<file path="src/rtl/ins_fetch_unit.sv">
// rtl/ins_fetch_unit.sv - instruction fetch unit: PC, in-order imem requests, head buffer, redirect drop accounting
module ins_fetch_unit #(
    parameter int              INS_W     = 32,
    parameter int              PC_W      = 32,
    parameter logic [PC_W-1:0] RESET_PC  = '0,
    parameter int              BUF_DEPTH = 2
) (
    input  logic             clk,
    input  logic             arst,
    output logic             imem_req,
    output logic [PC_W-1:0]  imem_addr,
    input  logic             imem_rvalid,
    input  logic [INS_W-1:0] imem_rdata,
    input  logic             id_ready,
    output logic             ins_valid,
    output logic [INS_W-1:0] ins_data,
    output logic [PC_W-1:0]  ins_pc,
    input  logic             redirect,
    input  logic [PC_W-1:0]  redirect_pc
);

    localparam int CW = $clog2(BUF_DEPTH + 1);
    localparam int PW = (BUF_DEPTH > 1) ? $clog2(BUF_DEPTH) : 1;
    localparam logic [PW-1:0] LAST = PW'(BUF_DEPTH - 1);

    // pc is the next address to request; resp_pc is the PC of the next word that will be kept
    logic [PC_W-1:0]  pc;
    logic [PC_W-1:0]  resp_pc;
    logic [CW-1:0]    outstanding;
    logic [CW-1:0]    drop_cnt;
    logic [CW-1:0]    count;
    logic [PW-1:0]    head;
    logic [PW-1:0]    tail;
    logic [INS_W-1:0] buf_data [BUF_DEPTH];
    logic [PC_W-1:0]  buf_pc   [BUF_DEPTH];

    logic             pop;
    logic             resp_drop;
    logic             resp_take;
    logic             live_resp;
    logic             issue;
    logic [CW:0]      occupancy;
    logic [PC_W-1:0]  target;

    // Head presentation: an empty buffer shows the all-zero NOP with PC 0
    assign ins_valid = (count != '0);
    assign ins_data  = ins_valid ? buf_data[head] : '0;
    assign ins_pc    = ins_valid ? buf_pc[head]   : '0;

    // Per-cycle decisions: pop, response classification, issue credit and aligned redirect target
    always_comb begin
        pop       = id_ready && ins_valid && !redirect;
        resp_drop = imem_rvalid && (drop_cnt != '0);
        resp_take = imem_rvalid && (drop_cnt == '0) && (outstanding != '0);
        // a response is only real if something is in flight; strays are ignored everywhere
        live_resp = resp_drop || resp_take;
        // slots are freed by this cycle's pop so a full buffer can keep streaming
        occupancy = {1'b0, outstanding} + {1'b0, count} - (CW+1)'(pop);
        issue     = !redirect && (occupancy < (CW+1)'(BUF_DEPTH));
        target    = {redirect_pc[PC_W-1:2], 2'b00};
    end

    // Control state: PC, request outputs, flight/drop counters and buffer pointers
    always_ff @(posedge clk or posedge arst) begin
        if (arst) begin
            pc          <= RESET_PC;
            resp_pc     <= RESET_PC;
            imem_req    <= 1'b0;
            imem_addr   <= '0;
            outstanding <= '0;
            drop_cnt    <= '0;
            count       <= '0;
            head        <= '0;
            tail        <= '0;
        end else if (redirect) begin
            // everything already requested becomes a word to throw away
            pc          <= target;
            resp_pc     <= target;
            imem_req    <= 1'b0;
            drop_cnt    <= drop_cnt + outstanding - CW'(live_resp);
            outstanding <= '0;
            count       <= '0;
            head        <= '0;
            tail        <= '0;
        end else begin
            imem_req    <= issue;
            if (issue) begin
                imem_addr <= pc;
                pc        <= pc + PC_W'(4);
            end
            outstanding <= outstanding + CW'(issue) - CW'(resp_take);
            drop_cnt    <= drop_cnt - CW'(resp_drop);
            count       <= count + CW'(resp_take) - CW'(pop);
            if (resp_take) begin
                resp_pc <= resp_pc + PC_W'(4);
                tail    <= (tail == LAST) ? '0 : tail + 1'b1;
            end
            if (pop) begin
                head <= (head == LAST) ? '0 : head + 1'b1;
            end
        end
    end

    // Buffer storage: kept words are written at the tail together with their PC
    always_ff @(posedge clk) begin
        if (!arst && !redirect && resp_take) begin
            buf_data[tail] <= imem_rdata;
            buf_pc[tail]   <= resp_pc;
        end
    end

endmodule

</file>
<file path="config.mk">
export PLATFORM = sky130hd
export DESIGN_NAME = ins_fetch_unit
export DESIGN_NICKNAME = d
export VERILOG_FILES = /design/src/rtl/ins_fetch_unit.sv
export SDC_FILE = /design/constraint.sdc
export NUM_CORES = 1
export LEC_CHECK = 0
export BUFFER_PORTS_ARGS = -buffer_cell sky130_fd_sc_hd__buf_2
export CAP_MARGIN = 30
export CORE_ASPECT_RATIO = 2
export CORE_MARGIN = 4
export CORE_UTILIZATION = 30
export DETAILED_ROUTE_END_ITERATION = 8
export HOLD_SLACK_MARGIN = 0.1
export PLACE_DENSITY = 0.53
export SLEW_MARGIN = 25
export SYNTH_ARGS = -nofsm -noshare
export SYNTH_HDL_FRONTEND = slang
export SYNTH_SLANG_ARGS = --single-unit
</file>
<file path="constraint.sdc">
create_clock -name clk -period 13.5 [get_ports clk]
set_clock_uncertainty 0.15 [all_clocks]
set_input_delay 2.025 -clock clk [delete_from_list [all_inputs] [get_ports clk]]
set_output_delay 2.025 -clock clk [all_outputs]
set_load 0.03 [all_outputs]
</file>
==> results by stage, run 1 <==
Power:
- Of the total power, the share spent switching nets is 0.350.
- The leakage dissipation is 4.66 nW.
- Of the total power, combinational logic draws 0.305.
- The share of total power dissipated in sequential elements is 0.393.
- For this design the total switching power over the nets is 0.000797 W.
- Internal power comes to between 0.001 and 0.0015 W.
- IR analysis of the VDD net gives a maximum drop of between 100 and 150 uV.
- The clock group share of total power is 0.302.
- Power spread over the standard cell area amounts to 187 mW/mm^2.

Placed design:
- The HPWL after detailed placement is 18200 microns.
- Routability-driven placement finished with a final weighted congestion of 0.833.
- Before CTS, the worst setup slack after placement is 8.14 ns.
- Input and output buffers added on the ports amount to 160.

Timing:
- Measured against its own limit, the worst slew margin works out to 0.361.
- The maximum operating frequency is 208 MHz.
- The number of slew-limit violations in the final report was 0.
- The final number of setup-violating endpoints is 0.
- The worst hold margin is approximately 0.36 ns.
- The post-route setup TNS is 0 ns.
- Setup repair after global routing left no endpoint under its margin.
- In the finished design, the share of the clock period the worst path needs comes to 0.356.
- The minimum clock period is 4.81 ns.
- The least setup slack across all paths after layout is 8.69 ns.
- The number of endpoints with negative hold slack in the final report came to 0.
- The worst-margin pin slew is 0.959 ns.

Critical path:
- In this run the critical register-to-register path is launched from count[1].
- The data required time at the worst endpoint is ~14 ns.
- In this run the register-to-register setup slack is 9.29 ns.
- The endpoint identified for the worst register-to-register timing path is pc[25].
- The sort of element at the end of the critical path is a register.
- The worst setup path is of the in -> reg kind.
- In this design, the largest share of critical-path delay is due to simple AND/OR/NAND/NOR gates.
- The number of buffer and inverter stages on the critical path is 2.
- For the worst setup path, the data arrival time is 5.08 ns.
- The maximum fanout along the worst path is 27.
- The signal on the critical path passes through buf_2, buf_4, nor2_1, ha_1, nand2b_1, fa_1, xnor2_1, or4_1, or2_2, a211oi_1.
- The slowest stage of the critical path is the sky130_fd_sc_hd__or4_1 cell.
- The worst-case reg-to-reg path depth is 12.
- In this design, the stage delay of the slowest critical-path cell is 0.77 ns.
- The worst setup path is launched from an input port.

Final layout:
- The post-synthesis to final-layout area growth is 20.7%.
- The share of layout cells above drive strength 1 is 0.271.
- At the end of the flow the core is filled with cells to 0.368.
- The filler cells instantiated in the layout total about 3200.
- After the last flow step, the layout net total stands at roughly 1000.
- Summing all flip-flop and latch instances after layout gives 0.00620 sq mm.
- The combined area of the multi-input logic cells is roughly 0.0037 sq mm.

CTS:
- The clock-pin slew of the registers on the worst-case setup and hold paths is ~0.060 ns.
- The buffer type at the clock tree root is sky130_fd_sc_hd__clkbuf_16.
- In this run the post-CTS setup repair buffer count came out at 0.
- In this run, post-CTS repair resized a total of 0 instances.
- In this run, post-CTS hold repair placed 0 buffers.
- For this design, the sink count on the clock tree is 223.
- The insertion delay of the later-clocked pin in the worst-skew pair is between 0.5 and 0.6 ns.
- In this run the number of H-tree levels came out at 1.
- The TritonCTS clock tree is yes.
- The number of clock buffers added by TritonCTS is 22.
- The clock passes through at most 3 buffers.

Global route:
- Entering global routing, the biggest net connects 64 pins.
- The global-route wire length before repair is 39400 microns.
- Summed over all layers, the global routing overflow is 0.
- The via count of the first global-routing pass is just under 7000.
- The initial antenna violation count is 1.
- For this run, the total global-route usage over all layers was measured as 0.138.

Floorplanning:
- The initialized floorplan defines 94 standard-cell rows.
- The horizontal die dimension is 138 microns.
- The height of the chip is 267 microns.
- In this run the standard cell core region covers 0.0330 sq mm.
- The starting utilization of the core area is 0.305.
- The die area is between 0.03 and 0.04 sq mm.
- In this run the count of I/O pins placed on the die edge is 167.

Synthesis:
- After synthesis, the netlist uses 55 different library cells.
- Of all flip-flops after synthesis, the portion carrying an async set or reset was 0.444.
- A synthesized cell averages 12.4 sq um.
- Among all flip-flop cells after synthesis, the most frequent one is sky130_fd_sc_hd__edfxtp_1.
- After synthesis the netlist holds a flip-flop and latch count of 223.
- Ranked by instance count, the synthesized netlist is headed by sky130_fd_sc_hd__edfxtp_1, sky130_fd_sc_hd__nor2_1, sky130_fd_sc_hd__dfrtp_1, sky130_fd_sc_hd__mux2i_1, sky130_fd_sc_hd__mux2_2.
- In the post-synthesis netlist, the cell with the most instances is sky130_fd_sc_hd__edfxtp_1.
- The sequential area share after synthesis is 0.615.
- The leading area contributor after synthesis is sky130_fd_sc_hd__edfxtp_1.
- After synthesis, the cell types taking the most area are sky130_fd_sc_hd__edfxtp_1, sky130_fd_sc_hd__dfrtp_1, sky130_fd_sc_hd__mux2i_1, sky130_fd_sc_hd__mux2_2, sky130_fd_sc_hd__nor2_1.
- The synthesis warning total is 0.
- Of the post-synthesis cell area, the dominant cell type holds 0.369.
- The combined area of all synthesized cells is 0.0101 sq mm.
- In this run, synthesis inferred 124 flip-flops with an integrated enable.
- In the synthesized netlist, the number of instances is between 800 and 900.

Drt:
- The total wirelength of the detailed-routed design is 25900 microns.
- Dividing the detail-routed wire length by the instance count gives 18.3 microns.
- The via-per-instance ratio is 4.88.
- The final antenna-violating net count is 0.
- The first-iteration detailed-routing DRC count is roughly 320.
- After detailed routing, the number of remaining DRC violations is 0.
- The via count is 6922.
- The first detailed-routing pass took 5 iterations.

Status:
- The run finished with clean final reports.

Min path:
- The endpoint of the worst hold-timing path is imem_addr[6].
- The instance count along the most critical hold path is 1.
- The worst hold path startpoint is imem_addr[6].
- The worst hold path belongs to the class reg -> reg.

Job:
- The max-capacitance violation count is 0.
==> registers in the layout, indices dropped and copies added, names as in the netlist, 2 cells and up <==
name / count
count: 2
buf_pc: 60
buf_data: 64
drop_cnt: 2
imem_addr: 30
pc: 30
resp_pc: 30
outstanding: 2
==> layout by cell type, fill, tap and decap left out, types with 11 or more instances in the layout <==
| cell type | synthesis | routed |
|---|---|---|
| sky130_fd_sc_hd__dfrtp_1 | 99 | 98 |
| sky130_fd_sc_hd__nor4_1 | 18 | 17 |
| sky130_fd_sc_hd__a211oi_1 | 17 | 17 |
| sky130_fd_sc_hd__or4_1 | 13 | 13 |
| sky130_fd_sc_hd__o31ai_1 | 12 | 12 |
| sky130_fd_sc_hd__o21ai_0 | 18 | 18 |
| sky130_fd_sc_hd__edfxtp_1 | 124 | 124 |
| sky130_fd_sc_hd__and3_1 | 12 | 12 |
| sky130_fd_sc_hd__inv_1 | 20 | 19 |
| sky130_fd_sc_hd__a21oi_1 | 12 | 12 |
| sky130_fd_sc_hd__nand3_1 | 18 | 18 |
| sky130_fd_sc_hd__xnor2_1 | 16 | 16 |
| sky130_fd_sc_hd__nor2_1 | 107 | 105 |
| sky130_fd_sc_hd__mux2_2 | 42 | 42 |
| sky130_fd_sc_hd__a31oi_1 | 17 | 17 |
| sky130_fd_sc_hd__buf_2 | 4 | 160 |
| sky130_fd_sc_hd__ha_1 | 11 | 11 |
| sky130_fd_sc_hd__mux2i_1 | 65 | 65 |
| sky130_fd_sc_hd__nand4_1 | 23 | 23 |
| sky130_fd_sc_hd__nand2_1 | 35 | 35 |
| sky130_fd_sc_hd__buf_4 | 4 | 12 |
| sky130_fd_sc_hd__clkbuf_16 | 0 | 23 |
==> cell type report <==
cell class	count	share of cell area
Inverter	21	0.00668
Multi-Input combinational cell	528	0.300
Clock inverter	13	0.0168
Sequential cell	223	0.510
Clock buffer	27	0.0493
Tap cell	432	0.0444
Antenna cell	1	0.000205
Timing Repair Buffer	172	0.0732
==> power by group through the flow <==
stage	sequential, W	clock (W)	combinational (W)
2_1_floorplan	0.000975	0	0.000427
3_3_place_gp	0.000909	0	0.000702
3_5_place_dp	0.000909	0	0.000709
4_1_cts	0.000897	0.000710	0.000711
5_1_grt	0.000908	0.000738	0.000758
6_report	0.000895	0.000688	0.000696
==> per-layer routing <==
layer / vias to the layer above / wire [microns] / global-route usage
met3: 42 / 1150 / 0.0188
met4: 0 / 959 / 0.0613
met2: 176 / 14600 / 0.268
met5: - / 0 / 0
met1: 3364 / 9240 / 0.141
li1: 3340 / - / -
==> worst max path at each step <==
stage / from / to / slack (ns) / cells past startpoint
floorplan: redirect / buf_data[1][0] / 3.56 / 4
global placement: redirect / pc[25] / 8.16 / 10
detailed placement: redirect / pc[25] / 8.14 / 10
CTS: redirect / pc[25] / 8.69 / 10
global route: redirect / imem_addr[20] / 8.49 / 11
finish: redirect / pc[25] / 8.69 / 10
==> logic make-up (layout without fill, tap and decap cells) <==
group | Yosys count | after routing | synth area share
adders and majority gates | 12 | 12 | 0.0156
xor gates and xnor gates | 25 | 25 | 0.0217
AOI/OAI and AO/OA | 98 | 98 | 0.0653
buffers and inverters | 67 | 233 | 0.0269
muxes | 107 | 107 | 0.111
DFF | 223 | 223 | 0.615
other | 1 | 5 | 0.000372
and+or+nand+nor | 282 | 282 | 0.144
==> metrics by stage <==
step,instances,power [W],cell area [sq um]
global route,1417,0.00240,12200
detailed placement,1376,0.00162,11400
CTS,1416,0.00232,12200
global placement,1376,0.00161,11400
finish,1417,0.00228,12200
floorplan,818,0.00140,10100
(Power assumes the default switching activity.)
==> run 2, diff against run 1 <==
--- a/config.mk
+++ b/config.mk
@@ -5,6 +5,7 @@
 export SDC_FILE = /design/constraint.sdc
 export NUM_CORES = 1
 export LEC_CHECK = 0
+export ABC_AREA = 1
 export BUFFER_PORTS_ARGS = -buffer_cell sky130_fd_sc_hd__buf_2
 export CAP_MARGIN = 30
 export CORE_ASPECT_RATIO = 2
==> constraint.sdc (replaced) <==
create_clock -name clk -period 4.59 [get_ports clk]
set_clock_uncertainty 0.15 [all_clocks]
set_input_delay 0.6885 -clock clk [delete_from_list [all_inputs] [get_ports clk]]
set_output_delay 0.6885 -clock clk [all_outputs]
set_load 0.03 [all_outputs]
==> run 2 against run 1 <==
Against the previous run: highest routed layer unchanged; non-clock buffer count fell by 2; critical path depth rose by 4; final cell count rose by 25%; sequential power rose to 3.2 times the previous value; combinational power rose to 3.9 times the previous value; synthesized area rose by 4.7%; die area rose by 4.5%.
==> results by stage, run 2 <==
Synthesis:
- The synthesized design contains 124 enable-type register cells.
- After synthesis the netlist holds a flip-flop and latch count of 223.
- Of the total synthesized cell area, the portion taken by full adders, half adders and majority gates is 0.0149.
- The combinational family with the most area after synthesis is simple AND/OR/NAND/NOR gates.
- The dominant register cell in the synthesized netlist is sky130_fd_sc_hd__edfxtp_1.
- The number of different library cells in the post-synthesis netlist is 40.
- The gate count after technology mapping is 1156.
- By count the netlist is led by sky130_fd_sc_hd__nand2_1, sky130_fd_sc_hd__edfxtp_1, sky130_fd_sc_hd__inv_1, sky130_fd_sc_hd__dfrtp_1, sky130_fd_sc_hd__nor2_1.
- The compound-cell area share of the yosys netlist is 0.0750.
- The leading area contributor after synthesis is sky130_fd_sc_hd__edfxtp_1.
- For this run, the register share of the synthesized area comes to 0.587.
- Among all cell types in the netlist, the one instantiated most often is sky130_fd_sc_hd__nand2_1.
- The synthesis warning total is 0.
- The combined area of all synthesized cells is 0.0106 sq mm.
- Ranked by total cell area, the synthesized netlist is headed by sky130_fd_sc_hd__edfxtp_1, sky130_fd_sc_hd__dfrtp_1, sky130_fd_sc_hd__nand2_1, sky130_fd_sc_hd__inv_1, sky130_fd_sc_hd__nand3_1.
- Of the post-synthesis cell area, the part taken by muxes is 0.
- Of the post-synthesis cell area, the dominant cell type holds 0.353.
- After synthesis, the share of flip-flops with an asynchronous set or reset is 0.444.
- The synthesized area per cell is 9.14 sq um.
- Of the total synthesized cell area, the portion taken by AND, OR, NAND and NOR gates is 0.245.
- Of the total synthesized cell area, the portion taken by XOR and XNOR cells is 0.0166.

Global route:
- After global routing the overflow that remains totals 0.
- The initial antenna violation count came to 0.
- The pin count of the biggest net entering global routing is 63.
- The total global routing track utilization is 0.142.
- The via count of the first global-routing pass is roughly 8000.
- The global-route wire length before repair is 43600 microns.

Drt:
- The pre-antenna-repair detailed-routing pass consisted of 4 iterations.
- The routed length per placed instance is 15.7 microns.
- The final layout contains routed wiring with a total length of 27800 microns.
- The detailed router placed 8113 vias in this run.
- The first-iteration detailed-routing DRC count is 261.
- In the routed layout, each cell is associated on average with a via count of 4.59.
- In the routed design, unresolved DRC markers number 0.
- The detail route stage leaves a number of antenna-violating nets equal to 0.

Floorplanning:
- The core region area is 0.0350 sq mm.
- The horizontal die dimension is approximately 140 microns.
- The die area is 0.0385 sq mm.
- For this configuration, the core starts out at a cell density of 0.302.
- The total number of placement rows is 97.
- The height of the chip is 273 microns.
- The number of top-level pins is 167.

Status:
- The flow ran to the end, and the final reports show no timing, DRC or antenna violations.

Placed design:
- The count of port buffers added during placement is 160.
- The cell count after placement is around 1700.
- At the end of routability-driven placement, the weighted congestion stood at roughly 0.84.
- The half-perimeter wire length after placement is 20000 microns.

Min path:
- The path class of the lowest-slack min-delay path is in -> async.

Critical path:
- STA puts the critical path data required time at a little under 5 ns.
- The sort of element at the end of the critical path is a register.
- The class of the most critical setup path is reg -> reg.
- The arrival time of data at the critical path endpoint is 3.89 ns.
- Along the worst path, the maximum fanout reaches 36.
- The worst setup path is launched from a register.

Final layout:
- The final non-filler cell total is between 1500 and 2000.
- The multi-input combinational cells in the finished layout cover a total of between 0.003 and 0.004 sq mm.
- The count of inserted antenna diode cells is 0.
- The area of all sequential standard cells is 0.00620 sq mm.
- The area growth from synthesis to layout is 18.9%.
- The fill cell total of the finished layout is about 3600.
- The largest registers in the layout are buf_data x64, buf_pc x60.
- Leaving out fill and tap cells, the most frequent cell in the layout is sky130_fd_sc_hd__nand2_1.
- buf_data holds more flip-flops than any other register.
- The register with the most flip-flops in the layout has 64 of them.
- The net count reported at finish is 1388.
- The share of layout cells above drive strength 1 is 0.184.
- The library cells used most frequently in the layout, excluding fill and tap cells, are sky130_fd_sc_hd__nand2_1, sky130_fd_sc_hd__buf_2, sky130_fd_sc_hd__edfxtp_1.

Timing:
- The number of endpoints with negative hold slack in the final report was 0.
- The worst path needs roughly 3.6 ns of the cycle, external delays included.
- At the pin with the least slew margin, the transition time is 0.859 ns.
- Measured against its own limit, the worst slew margin works out to 0.427.
- Setup violations remaining at the end of the flow were counted as 0.
- The period utilization is 0.782.
- Setup repair after global routing left no endpoint under its margin.
- The number of slew-limit violations in the final report is 0.
- The maximum operating frequency is 279 MHz.

CTS:
- The number of gates resized after CTS was 0.
- After clock tree synthesis, the flow added hold-fix buffers numbering 0.
- The TritonCTS clock tree is yes.
- The buffer type at the clock tree root is sky130_fd_sc_hd__clkbuf_16.
- The number of buffers between clock root and the deepest sink is 3.
- CTS built an H-tree with a depth of 1.
- After clock tree synthesis, the clock-pin slew on the worst setup and hold paths is 0.07 ns.
- The buffer count from post-CTS setup fixing is 0.
- The insertion delay of the later-clocked pin in the worst-skew pair is 0.51 ns.
- CTS saw about 220 sinks.
- Clock tree synthesis inserted a total of 22 buffers.

Power:
- The cell area power density is 586 mW/mm^2.
- The worst-case IR drop observed on VDD is 272 uV.
- Summed over all cells, the static leakage comes to 5.54 nW.
- The total power draw is 0.00736 W.

Job:
- Across the run, the number of max-cap violations was 0.
-- run 2: final timing paths --
path,from,endpoint,slack [ns],cells after the start
min in group clk,imem_rdata[1],buf_data[0][1],0.22,1
hold / removal,arst,imem_addr[3],0.17,2
hold reg to reg,imem_addr[2],imem_addr[2],0.33,2
setup reg to reg,count[1],pc[18],1.00,14
setup / recovery,count[1],pc[18],1.00,14
max in group asynchronous,arst,pc[17],3.17,3
-- run 2: logic make-up after synthesis --
group           Yosys count
other cells               1
flops                   223
xor+xnor                 20
compound gates          149
buf+inv                 154
fa+ha+maj                12
simple gates            597
-- run 2: stage by stage --
| stage | cell area, sq um | hold WS [ns] | utilization | setup WS [ns] | setup TNS [ns] |
|---|---|---|---|---|---|
| 6_report | 12600 | 0.173 | 0.359 | 1.00 | 0 |
| 5_1_grt | 12600 | 0.200 | 0.359 | 0.617 | 0 |
| 4_1_cts | 12600 | 0.192 | 0.359 | 0.951 | 0 |
| 3_5_place_dp | 11800 | 0.314 | 0.338 | 0.684 | 0 |
| 3_3_place_gp | 11800 | 0.315 | 0.338 | 0.718 | 0 |
| 2_1_floorplan | 10600 | 0.314 | - | -1.45 | -179.92 |
-- run 2: area by class of cell --
type / count / area share
flip-flops and latches: 223 / 0.494
well taps: 445 / 0.0443
repair buffers: 170 / 0.0717
inverters: 108 / 0.0327
clock inverters: 7 / 0.00578
clock buffers: 33 / 0.0528
multi-input cells: 782 / 0.299
-- run 2: worst max-delay path, stage by stage, from the launching register on --
cell and delay (ns):
sky130_fd_sc_hd__dfrtp_1 0.43, sky130_fd_sc_hd__nor2_4 0.13, sky130_fd_sc_hd__inv_1 0.05, sky130_fd_sc_hd__nand2_1 0.10, sky130_fd_sc_hd__nor2_1 0.07, sky130_fd_sc_hd__ha_1 0.27, sky130_fd_sc_hd__inv_1 0.05, sky130_fd_sc_hd__nand2_1 0.05
sky130_fd_sc_hd__fa_1 0.57, sky130_fd_sc_hd__nand4_4 0.44, sky130_fd_sc_hd__inv_1 0.79, sky130_fd_sc_hd__nand2_1 0.17, sky130_fd_sc_hd__nor2_1 0.15, sky130_fd_sc_hd__nor2_1 0.05, sky130_fd_sc_hd__nand2_1 0.06
-- run 2: per-layer routing --
layer  vias up  part of all wire  GRT usage
met5         -                 0          0
met4         0             0.041     0.0620
met3        51             0.033     0.0136
met2       180              0.56      0.277
met1      3808              0.37      0.153
li1       4074                 -          -
-- run 2: report_power, final --
group          internal [W]  switching, W  leakage, nW  total, W
sequential          0.00250      0.000325         2.34   0.00283
combinational      0.000763       0.00195         2.84   0.00271
clock               0.00106      0.000754        0.361   0.00182
==> run 3, diff against run 2 <==
--- a/config.mk
+++ b/config.mk
@@ -13,7 +13,7 @@
 export CORE_UTILIZATION = 30
 export DETAILED_ROUTE_END_ITERATION = 8
 export HOLD_SLACK_MARGIN = 0.1
-export PLACE_DENSITY = 0.53
+export PLACE_DENSITY = 0.54
 export SLEW_MARGIN = 25
 export SYNTH_ARGS = -nofsm -noshare
 export SYNTH_HDL_FRONTEND = slang
==> constraint.sdc (replaced) <==
create_clock -name clk -period 3 [get_ports clk]
set_clock_uncertainty 0.15 [all_clocks]
set_input_delay 0.45 -clock clk [delete_from_list [all_inputs] [get_ports clk]]
set_output_delay 0.45 -clock clk [all_outputs]
set_load 0.03 [all_outputs]
==> run 3 against run 2 <==
Against the previous run: design area rose by 5.4%; combinational power rose by 64%; utilization rose by 1.9 points; hold slack got worse by 0.048 ns; wire length rose by 2.6%; register-to-register slack got worse by 0.82 ns; sequential cell count did not move.
==> results by stage, run 3 (synthesized netlist as in run 2, its figures left out) <==
Final layout:
- 0 antenna diodes ended up in the layout.
- The post-layout instance area is 0.0132 sq mm.
- Leaving out fill and tap cells, the most frequent cells in the layout are sky130_fd_sc_hd__nand2_1, sky130_fd_sc_hd__buf_2, sky130_fd_sc_hd__edfxtp_1.
- Leaving out fill and tap cells, the most frequent cell in the layout is sky130_fd_sc_hd__nand2_1.
- The fill cell total of the finished layout is 3553.
- The number of flip-flops under the largest register name is 64.
- The largest registers in the layout are buf_data x64, buf_pc x60.
- Of the cells placed in the final design, the portion with a size suffix greater than 1 is 0.188.
- The net count reported at finish is 1444.
- The utilization after layout is 0.379.
- More flip-flops sit in one register than any other, and that register is buf_data.
- The post-synthesis to final-layout area growth is 25.3%.

CTS:
- The clock sink count is 223.
- The deepest level of the CTS H-tree is 1.
- The TritonCTS clock tree is yes.
- After clock tree synthesis, the clock-pin slew on the worst setup and hold paths is 0.07 ns.
- In this run, CTS created clock tree buffers numbering 22.
- Clock latency on the worst-skew pair, taken at its later pin, is around 0.52 ns.
- The number of buffers between clock root and the deepest sink is 3.
- The buffer type at the clock tree root is sky130_fd_sc_hd__clkbuf_16.
- The number of instances resized during post-cts repair is 0.

Drt:
- In the final routed layout, each cell accounts on average for around 16 microns.
- The post-detailed-route DRC marker count is 0.
- For this run, the detailed router's first-pass iteration total came to 5.
- The total wirelength of the detailed-routed design is 28500 microns.
- The first-iteration detailed-routing DRC count is 325.
- The routed layout has roughly 8300 vias.
- The count of nets left with antenna violations once routing finished came out at 0.
- The via-per-instance ratio is 4.54.

Placed design:
- The instance area at placement is about 0.012 sq mm.
- The last weighted congestion value of the routability-driven placer is ~0.84.
- The half-perimeter wire length after placement is 20300 microns.
- The count of buffers added on input and output ports is 160.

Power:
- The worst-case vdd ir drop is 548 uV.
- The cell area power density is 882 mW/mm^2.
- The leakage dissipation is 5.83 nW.

Global route:
- For this run, the total global-route usage over all layers was measured as 0.147.
- After global routing the overflow that remains totals 0.
- The global-route wire length before repair is roughly 45000 microns.
- The via count of the first global-routing pass is 8376.
- The initial antenna violation count is 0.
- The pin count of the biggest net entering global routing is 95.

Timing:
- The routed design could run at a clock period as short as around 2.8 ns.
- Setup violations remaining at the end of the flow were counted as 0.
- Setup repair after global routing left no endpoint under its margin.
- The number of slew-limit violations in the final report was 0.
- The normalized max-slew margin is 0.509.
- The number of endpoints with negative hold slack in the final report was 0.
- For the pin with the worst max-slew slack, the measured transition is about 0.74 ns.
- In the finished design, the share of the clock period the worst path needs comes to 0.941.
- For this run, the top clock speed supported by timing is 354 MHz.

Min path:
- The worst hold path begins at redirect_pc[16].
- The min-delay analysis places its worst path in the category in -> reg.

Critical path:
- The worst flop-to-flop path startpoint is count[0].
- The startpoint of the most critical setup path is count[0].
- The arrival time of data at the critical path endpoint is 3.06 ns.
- The startpoint class of the critical path is a register.
- The sort of element at the end of the critical path is a register.
- In this run the register-to-register setup slack is around 0.18 ns.
- The data required time at the worst endpoint is 3.24 ns.
- By startpoint and endpoint, the worst setup path is classified as reg -> reg.
- The maximum fanout along the worst path is 4.

Floorplanning:
- Pin placement for this block handled 167 I/O pins.
- In this run the horizontal extent of the chip is 141 microns.
- The total number of placement rows is 97.
- The floorplan step defined a die boundary enclosing 0.0385 sq mm.
- The height of the chip is 273 microns.
- The initial utilization of the core area, before any placement, comes to 0.302.
- The core region is 0.0350 sq mm.

Status:
- The flow ran to the end, and the final reports show no timing, DRC or antenna violations.

Job:
- The max-capacitance violation count is 0.
[run 3: what timing repair did]
action | in CTS | in global routing
buffers inserted | 0 | 0
hold buffers | 49 | 0
hold endpoints to repair | 105 | 0
[run 3: final timing paths]
check / end / cells after the start
worst max-delay path: outstanding[1] / 14
worst min-delay path: resp_pc[16] / 5
worst max register to register: outstanding[1] / 14
worst min register to register: imem_addr[2] / 2
max in group asynchronous: pc[23] / 4
min in group asynchronous: imem_addr[2] / 3
[run 3: stage by stage]
stage	setup slack [ns]	TNS [ns]	hold slack [ns]	instances	total power [W]
floorplan	-0.131	-12.56	0.314	1159	0.00745
global placement	0.205	0	0.278	1735	0.00875
detailed placement	0.159	0	0.276	1735	0.00884
CTS	0.140	0	0.103	1824	0.0119
global route	0.0239	0	0.127	1824	0.0125
finish	0.178	0	0.125	1824	0.0117
[run 3: power breakdown]
group	switching (W)	internal, W
combinational	0.00306	0.00139
clock	0.00120	0.00171
sequential	0.000494	0.00383
[run 3: worst max-delay path: stages, from the launching register on]
cell                      delay, ns
sky130_fd_sc_hd__dfrtp_1       0.42
sky130_fd_sc_hd__nor2_4        0.16
sky130_fd_sc_hd__inv_4         0.05
sky130_fd_sc_hd__nand2_4       0.08
sky130_fd_sc_hd__nor2_4        0.04
sky130_fd_sc_hd__ha_1          0.26
sky130_fd_sc_hd__inv_1         0.05
sky130_fd_sc_hd__nand2_1       0.06
sky130_fd_sc_hd__fa_1          0.58
sky130_fd_sc_hd__nand4_4       0.15
sky130_fd_sc_hd__ha_4          0.27
sky130_fd_sc_hd__inv_1         0.05
sky130_fd_sc_hd__ha_2          0.16
sky130_fd_sc_hd__xor2_1        0.14
sky130_fd_sc_hd__nor2_1        0.05
[run 3: layer usage]
layer / wire length, microns / track usage / vias to the layer above
met5: 0 / 0 / -
met4: 1350 / 0.0715 / 0
li1: - / - / 4178
met1: 10400 / 0.156 / 3849
met2: 15900 / 0.286 / 194
met3: 938 / 0.0140 / 65
[run 3: layout make-up]
| cell class | instances | area, sq um | share of cell area |
|---|---|---|---|
| Sequential cell | 223 | 6200 | 0.469 |
| Multi-Input combinational cell | 782 | 3790 | 0.287 |
| Timing Repair Buffer | 226 | 1510 | 0.114 |
| Clock buffer | 30 | 653 | 0.0493 |
| Tap cell | 445 | 557 | 0.0421 |
| Inverter | 108 | 417 | 0.0315 |
| Clock inverter | 10 | 109 | 0.00822 |
